[src/rtl/rv32m_div_unit_if.sv]
// Request/response bundle between the EX stage and the iterative divider.
// No latency of its own; pure wiring.
// The pipeline stalls on busy; the divider never stalls its consumer.
interface rv32m_div_unit_if #(
    parameter int XLEN = 32
);
    logic            start;
    logic [1:0]      op;
    logic [XLEN-1:0] dividend;
    logic [XLEN-1:0] divisor;
    logic            flush;
    logic            busy;
    logic            done;
    logic [XLEN-1:0] result;

    modport master (
        output start, op, dividend, divisor, flush,
        input  busy, done, result
    );

    modport slave (
        input  start, op, dividend, divisor, flush,
        output busy, done, result
    );
endinterface

[src/rtl/rv32m_div_unit.sv]
// Radix-2 restoring divider for RV32M DIV/DIVU/REM/REMU, one quotient bit per cycle.
// Latency: done XLEN+2 cycles after the start edge; divide-by-zero/overflow finish in 1.
// Backpressure: busy holds the issuing instruction in EX; start is ignored unless idle.
module rv32m_div_unit #(
    parameter int XLEN = 32
) (
    input  logic                clk,
    input  logic                reset_n,
    rv32m_div_unit_if.slave     div_if
);
    localparam int CW = $clog2(XLEN);

    typedef enum logic [1:0] {IDLE, CALC, FIX, DONE} state_t;

    state_t          state, state_nxt;
    logic [CW-1:0]   count;
    logic [XLEN-1:0] rem, quo, dmag, result_q;
    logic            op_rem, neg_quo, neg_rem;

    // Operand decode, only meaningful while idle
    logic            signed_op, a_neg, b_neg, div_zero, ovf, special, accept;
    logic [XLEN-1:0] a_mag, b_mag, special_res;

    assign signed_op = ~div_if.op[0];
    assign a_neg     = signed_op & div_if.dividend[XLEN-1];
    assign b_neg     = signed_op & div_if.divisor[XLEN-1];
    assign a_mag     = a_neg ? (~div_if.dividend + 1'b1) : div_if.dividend;
    assign b_mag     = b_neg ? (~div_if.divisor + 1'b1) : div_if.divisor;
    assign div_zero  = (div_if.divisor == '0);
    assign ovf       = signed_op && (div_if.dividend == {1'b1, {(XLEN-1){1'b0}}})
                                 && (div_if.divisor == '1);
    assign special   = div_zero | ovf;
    assign accept    = (state == IDLE) && div_if.start && !div_if.flush;

    always_comb begin
        special_res = '0;
        if (div_zero)
            special_res = div_if.op[1] ? div_if.dividend : '1;
        else
            special_res = div_if.op[1] ? '0 : div_if.dividend;
    end

    // Shifted partial remainder can reach XLEN+1 bits when the divisor has its MSB set
    logic [XLEN:0]   shifted;
    logic [XLEN+1:0] diff;
    logic            take;
    logic [XLEN-1:0] rem_nxt, quo_nxt, fix_res;
    logic            last;

    assign shifted = {rem, quo[XLEN-1]};
    assign diff    = {1'b0, shifted} - {2'b00, dmag};
    assign take    = ~diff[XLEN+1];
    assign rem_nxt = take ? diff[XLEN-1:0] : shifted[XLEN-1:0];
    assign quo_nxt = {quo[XLEN-2:0], take};
    assign last    = (count == CW'(XLEN-1));

    always_comb begin
        fix_res = '0;
        if (op_rem)
            fix_res = neg_rem ? (~rem + 1'b1) : rem;
        else
            fix_res = neg_quo ? (~quo + 1'b1) : quo;
    end

    always_ff @(posedge clk or negedge reset_n) begin
        if (!reset_n) state <= IDLE;
        else          state <= state_nxt;
    end

    always_comb begin
        state_nxt = state;
        case (state)
            IDLE: if (accept) state_nxt = special ? DONE : CALC;
            CALC: begin
                if (div_if.flush) state_nxt = IDLE;
                else if (last)    state_nxt = FIX;
            end
            FIX:  state_nxt = div_if.flush ? IDLE : DONE;
            DONE: state_nxt = IDLE;
            default: state_nxt = IDLE;
        endcase
    end

    always_ff @(posedge clk or negedge reset_n) begin
        if (!reset_n) begin
            count    <= '0;
            rem      <= '0;
            quo      <= '0;
            dmag     <= '0;
            result_q <= '0;
            op_rem   <= 1'b0;
            neg_quo  <= 1'b0;
            neg_rem  <= 1'b0;
        end else begin
            case (state)
                IDLE: if (accept) begin
                    op_rem  <= div_if.op[1];
                    neg_quo <= a_neg ^ b_neg;
                    neg_rem <= a_neg;
                    rem     <= '0;
                    quo     <= a_mag;
                    dmag    <= b_mag;
                    count   <= '0;
                    if (special) result_q <= special_res;
                end
                CALC: if (!div_if.flush) begin
                    rem   <= rem_nxt;
                    quo   <= quo_nxt;
                    count <= count + CW'(1);
                end
                FIX: if (!div_if.flush) result_q <= fix_res;
                default: ;
            endcase
        end
    end

    assign div_if.busy   = (state == CALC) || (state == FIX);
    assign div_if.done   = (state == DONE);
    assign div_if.result = result_q;
endmodule
[src/flat_wrapper.sv]
// flat-port wrapper written by rule: the top's interface ports become plain ports
module rv32m_div_unit_flat 
#(
    parameter int XLEN = 32
)
  (clk, reset_n, div_if_start, div_if_op, div_if_dividend, div_if_divisor, div_if_flush, div_if_busy, div_if_done, div_if_result);
  rv32m_div_unit_if #(.XLEN(XLEN)) div_if_i ();
  input  logic clk;
  input  logic reset_n;
  input wire logic [$bits(div_if_i.start)-1:0] div_if_start;
  input wire logic [$bits(div_if_i.op)-1:0] div_if_op;
  input wire logic [$bits(div_if_i.dividend)-1:0] div_if_dividend;
  input wire logic [$bits(div_if_i.divisor)-1:0] div_if_divisor;
  input wire logic [$bits(div_if_i.flush)-1:0] div_if_flush;
  output wire logic [$bits(div_if_i.busy)-1:0] div_if_busy;
  output wire logic [$bits(div_if_i.done)-1:0] div_if_done;
  output wire logic [$bits(div_if_i.result)-1:0] div_if_result;
  assign div_if_i.start = div_if_start;
  assign div_if_i.op = div_if_op;
  assign div_if_i.dividend = div_if_dividend;
  assign div_if_i.divisor = div_if_divisor;
  assign div_if_i.flush = div_if_flush;
  assign div_if_busy = div_if_i.busy;
  assign div_if_done = div_if_i.done;
  assign div_if_result = div_if_i.result;
  rv32m_div_unit #(.XLEN(XLEN)) u_core (.clk(clk), .reset_n(reset_n), .div_if(div_if_i));
endmodule
[config.mk]
export PLATFORM = sky130hd
export DESIGN_NAME = rv32m_div_unit_flat
export DESIGN_NICKNAME = d
export VERILOG_FILES = /design/src/rtl/rv32m_div_unit_if.sv /design/src/rtl/rv32m_div_unit.sv /design/src/flat_wrapper.sv
export SDC_FILE = /design/constraint.sdc
export NUM_CORES = 1
export LEC_CHECK = 0
export ABC_AREA = 1
export ABC_CLOCK_PERIOD_IN_PS = 2760
export CAP_MARGIN = 10
export CORE_UTILIZATION = 30
export CTS_CLUSTER_SIZE = 20
export DETAILED_ROUTE_END_ITERATION = 10
export PLACE_DENSITY = 0.5
export SYNTH_ARGS = -nofsm -noshare
export SYNTH_HDL_FRONTEND = slang
export SYNTH_SLANG_ARGS = --single-unit
[constraint.sdc]
create_clock -name clk -period 2.76 [get_ports clk]
set_clock_uncertainty 0.1 [all_clocks]
set_input_delay 0.552 -clock clk [delete_from_list [all_inputs] [get_ports clk]]
set_output_delay 0.552 -clock clk [all_outputs]
set_load 0.005 [all_outputs]
==> impl_results.md <==
- Die W: 213 um
- Hold WC Path Type: flip-flop to flip-flop
- Net Sw Power: 8.73 mW
- Pleak: 8.55 nW
- Total of endpoints with negative setup slack in the final report: 0
- Post-synthesis net count: 2421
- Post-synth EDFFs: 0
- Reg area: 3450 um2
- Setup slack after placement: -0.149 ns
- Internal power component: 7.82 mW
- Count of unresolved DRC violations after routing: 0
- Via count of the first global-routing pass: 13952
- TritonCTS buffer count: 17
- Core outline area: 43600 um2
- Worst max-slew margin expressed relative to the limit: 51.7%
- Hold path start: u_core.div_if.result[26]
- Via count normalized by instance count: 4.95
- Height of the chip: 213 um
- Worst skew pair latency: 0.46 ns
- Buffer cell driving the clock tree root: sky130_fd_sc_hd__clkbuf_16
- Post-synthesis cell type with the largest combined area: sky130_fd_sc_hd__dfrtp_1
- Number of cell rows: 76
- Total via count in the routed design: 15236
- Fraction of power consumed by the clock network: 14.1%
- Highest achievable clock rate: 0.394 GHz
- Top post-synthesis cells by area: sky130_fd_sc_hd__dfrtp_1, sky130_fd_sc_hd__nand2_1, sky130_fd_sc_hd__nand3_1
- Slack of the worst reg-to-reg path: 0.22 ns
- Antenna violations before repair: 0
- Post-layout minimum cycle time: 2.54 ns
- Top Ports: 104
- Buffers inserted by post-CTS timing repair: 0
- Async SR Flop Fraction: 100%
- Portion of the post-synthesis area used by sequential elements: 25.8%
- Max-cap violations: 0
- Hold Fails Final Rpt: 0
- Max-slew violation count: 0
- Flip-flop and latch count after synthesis: 138
- Total grt overflow: 0
- R2r endpoint: u_core.rem[30]
- Area share of the leading cell type in the synthesized netlist: 25.8%
- Starting utilization of the core area: 30.7%
- Peak fanout along the critical path: 4
- Arrival time reported for the critical path endpoint: 2.78 ns
- Maximum count of clock buffers along a single path: 2
- Total number of clock tree sinks: 138
- Worst Hold Path EP: u_core.div_if.result[26]
- Depth of the CTS H-tree: 4
- Yosys cell types: 41
- Critical R2R Launch: u_core.quo[31]
- Total global routing track utilization: 23.1%
- Maximum number of pins on one net before global-route repair: 66
- Critical path launch point type: flip-flop
- Gate power share: 64.6%
- Post-Syn Area per Cell: 5.80 um2
- Cell count of the worst hold path: 2
- Multi-input combinational cell area: 8410 um2
- Number of nets in the finished design: 2599
- TritonCTS clock tree: built
- HPWL reported at the end of detailed placement: 41900 um
- Number of filler instances in the final layout: 4872
- Detailed Route WL: 51600 um
- Share of the clock period used by the worst path: 92.0%
- Proportion of layout cells with a drive suffix above 1: 7.97%
- First-pass iteration count of the detailed router: 5
- Syn-to-layout area delta: 23.3%
- Result of the run: finished clean
- Netlist area before placement: 13400 um2
- Total of buffers placed on input and output ports: 103
- Slew at the pin closest to its max-slew limit: 0.717 ns
- Switching power share of the total: 52.8%
- Number of standard cells after synthesis: 2306
- Number of warnings reported in the yosys synthesis log: 0
- Sum of internal, switching and leakage power: 16.5 mW
- Crit end category: flip-flop
- Remaining antenna violation count after routing: 0
- Endpoint required time on the critical path: 3.00 ns
- Reg power frac: 21.3%
- Gpl congestion: 0.954
- Power density of the placed cells: 1000 nW/um2
- Violation count after the first detailed-routing iteration: 1070
- Final design area excluding fillers: 16500 um2
- Antenna diode instance count: 0
- Smallest setup slack after layout: 0.222 ns
- Top_reg_cell synth: sky130_fd_sc_hd__dfrtp_1
- Drt wl/cell: 16.7 um
- Placed instance area: 15900 um2
- Fin util: 37.9%
- Number of cells on the worst reg-to-reg path: 15
- Worst supply voltage drop on vdd: 0.893 mV
- Kind of critical path: flip-flop to flip-flop
- Floorplan die area: 45400 um2
- First-pass GRT wire length: 79700 um
- Clock-pin transition on the worst setup and hold timing paths: 0.06 ns
## cells by family (layout without fill, tap and decap cells)
family	after synthesis	after routing	share of synthesized area, %
AO/OA/AOI/OAI	322	322	12.6
XOR/XNOR	42	42	2.75
adder cells (fa/ha/maj)	45	45	4.27
buffers and inverters	383	573	11.5
flip-flops	138	138	25.8
AND/OR/NAND/NOR	1376	1376	43.0
## power by group through the flow
stage / Sequential (mW) / Clock (mW) / Combinational (mW)
CTS: 3.53 / 2.37 / 10.6
floorplan: 3.32 / 0 / 7.09
global placement: 3.55 / 0 / 10.5
detailed placement: 3.55 / 0 / 10.5
finish: 3.53 / 2.33 / 10.7
global route: 3.62 / 2.46 / 12.0
## registers in the layout, indices dropped and copies added, names as in the netlist
signal / count
u_core.count: 5
u_core.div_if.result: 32
u_core.dmag: 32
u_core.neg_quo: 1
u_core.neg_rem: 1
u_core.op_rem: 1
u_core.quo: 32
u_core.rem: 32
u_core.state: 2
## worst max-delay path, cell delays in order, from the launching register on
cell and delay (ns):
sky130_fd_sc_hd__dfrtp_1 0.38, sky130_fd_sc_hd__inv_1 0.11, sky130_fd_sc_hd__ha_1 0.22, sky130_fd_sc_hd__fa_1 0.41
sky130_fd_sc_hd__inv_1 0.11, sky130_fd_sc_hd__nand3_1 0.09, sky130_fd_sc_hd__nand2_2 0.14, sky130_fd_sc_hd__nand2_1 0.12
sky130_fd_sc_hd__nand2_4 0.12, sky130_fd_sc_hd__nand2_1 0.07, sky130_fd_sc_hd__nand2_2 0.12, sky130_fd_sc_hd__nand2_1 0.09
sky130_fd_sc_hd__nand3_1 0.08, sky130_fd_sc_hd__nand3_1 0.11, sky130_fd_sc_hd__nand2_1 0.09, sky130_fd_sc_hd__nand2_1 0.04
## routing by layer
layer  routed length, um  GRT usage, %  vias up
met1               25900          34.3     7086
met5                   0             0        -
met4                1030          6.48        0
met3                2600          3.57       45
met2               22000          34.1      348
li1                    -             -     7757
## worst max path at each step
stage | startpoint | slack [ns] | endpoint
CTS | u_core.quo[31] | 0.02 | u_core.rem[30]
floorplan | u_core.rem[21] | 0.70 | u_core.rem[10]
global placement | div_if_divisor[0] | -0.14 | u_core.div_if.result[3]
global route | u_core.quo[31] | -0.02 | u_core.rem[30]
detailed placement | div_if_divisor[0] | -0.15 | u_core.div_if.result[27]
finish | u_core.quo[31] | 0.22 | u_core.rem[30]
## layout make-up
| cell class | count | area share [%] |
|---|---|---|
| sequential | 138 | 20.9 |
| timing repair buffer | 245 | 13.4 |
| multi-input combinational | 1785 | 51.0 |
| tap | 585 | 4.44 |
| clock buffer | 24 | 2.86 |
| inverter | 297 | 6.76 |
| clock inverter | 7 | 0.562 |
## cells in the mapped netlist (22+ instances only)
library cell               number
sky130_fd_sc_hd__a21oi_1       86
sky130_fd_sc_hd__buf_2         22
sky130_fd_sc_hd__clkbuf_1      45
sky130_fd_sc_hd__dfrtp_1      138
sky130_fd_sc_hd__ha_1          44
sky130_fd_sc_hd__inv_1        289
sky130_fd_sc_hd__nand2_1      779
sky130_fd_sc_hd__nand3_1      289
sky130_fd_sc_hd__nand4_1       29
sky130_fd_sc_hd__nor2_1       225
sky130_fd_sc_hd__o21ai_0      168
sky130_fd_sc_hd__o21ai_1       35
sky130_fd_sc_hd__xor2_1        24
## cell usage in the layout (no fill, tap or decap), types with 9 or more instances in the layout
cell / count
sky130_fd_sc_hd__a21oi_1: 86
sky130_fd_sc_hd__buf_12: 9
sky130_fd_sc_hd__buf_4: 132
sky130_fd_sc_hd__clkbuf_16: 17
sky130_fd_sc_hd__clkdlybuf4s50_1: 102
sky130_fd_sc_hd__dfrtp_1: 138
sky130_fd_sc_hd__ha_1: 44
sky130_fd_sc_hd__inv_1: 289
sky130_fd_sc_hd__nand2_1: 775
sky130_fd_sc_hd__nand3_1: 289
sky130_fd_sc_hd__nand3b_1: 11
sky130_fd_sc_hd__nand4_1: 29
sky130_fd_sc_hd__nor2_1: 223
sky130_fd_sc_hd__nor3_1: 18
sky130_fd_sc_hd__o21ai_0: 168
sky130_fd_sc_hd__o21ai_1: 35
sky130_fd_sc_hd__xnor2_1: 18
sky130_fd_sc_hd__xor2_1: 24
## through the flow
stage                     TNS (ns)  cells  hold WS (ns)
final                            0   3081         0.380
after global routing       -0.0184   3081         0.400
after CTS                        0   3081         0.384
after detailed placement     -3.95   3049         0.368
after global placement       -2.03   3049         0.371
after floorplan                  0   2306         0.156
## what timing repair did
item / CTS / global route
gates resized for setup: 0 / 5
hold buffers: 1 / 0
endpoints found under the hold margin: 39 / 0
setup endpoints to repair: 0 / 5
Note: power is estimated with default switching activity, not from simulation.
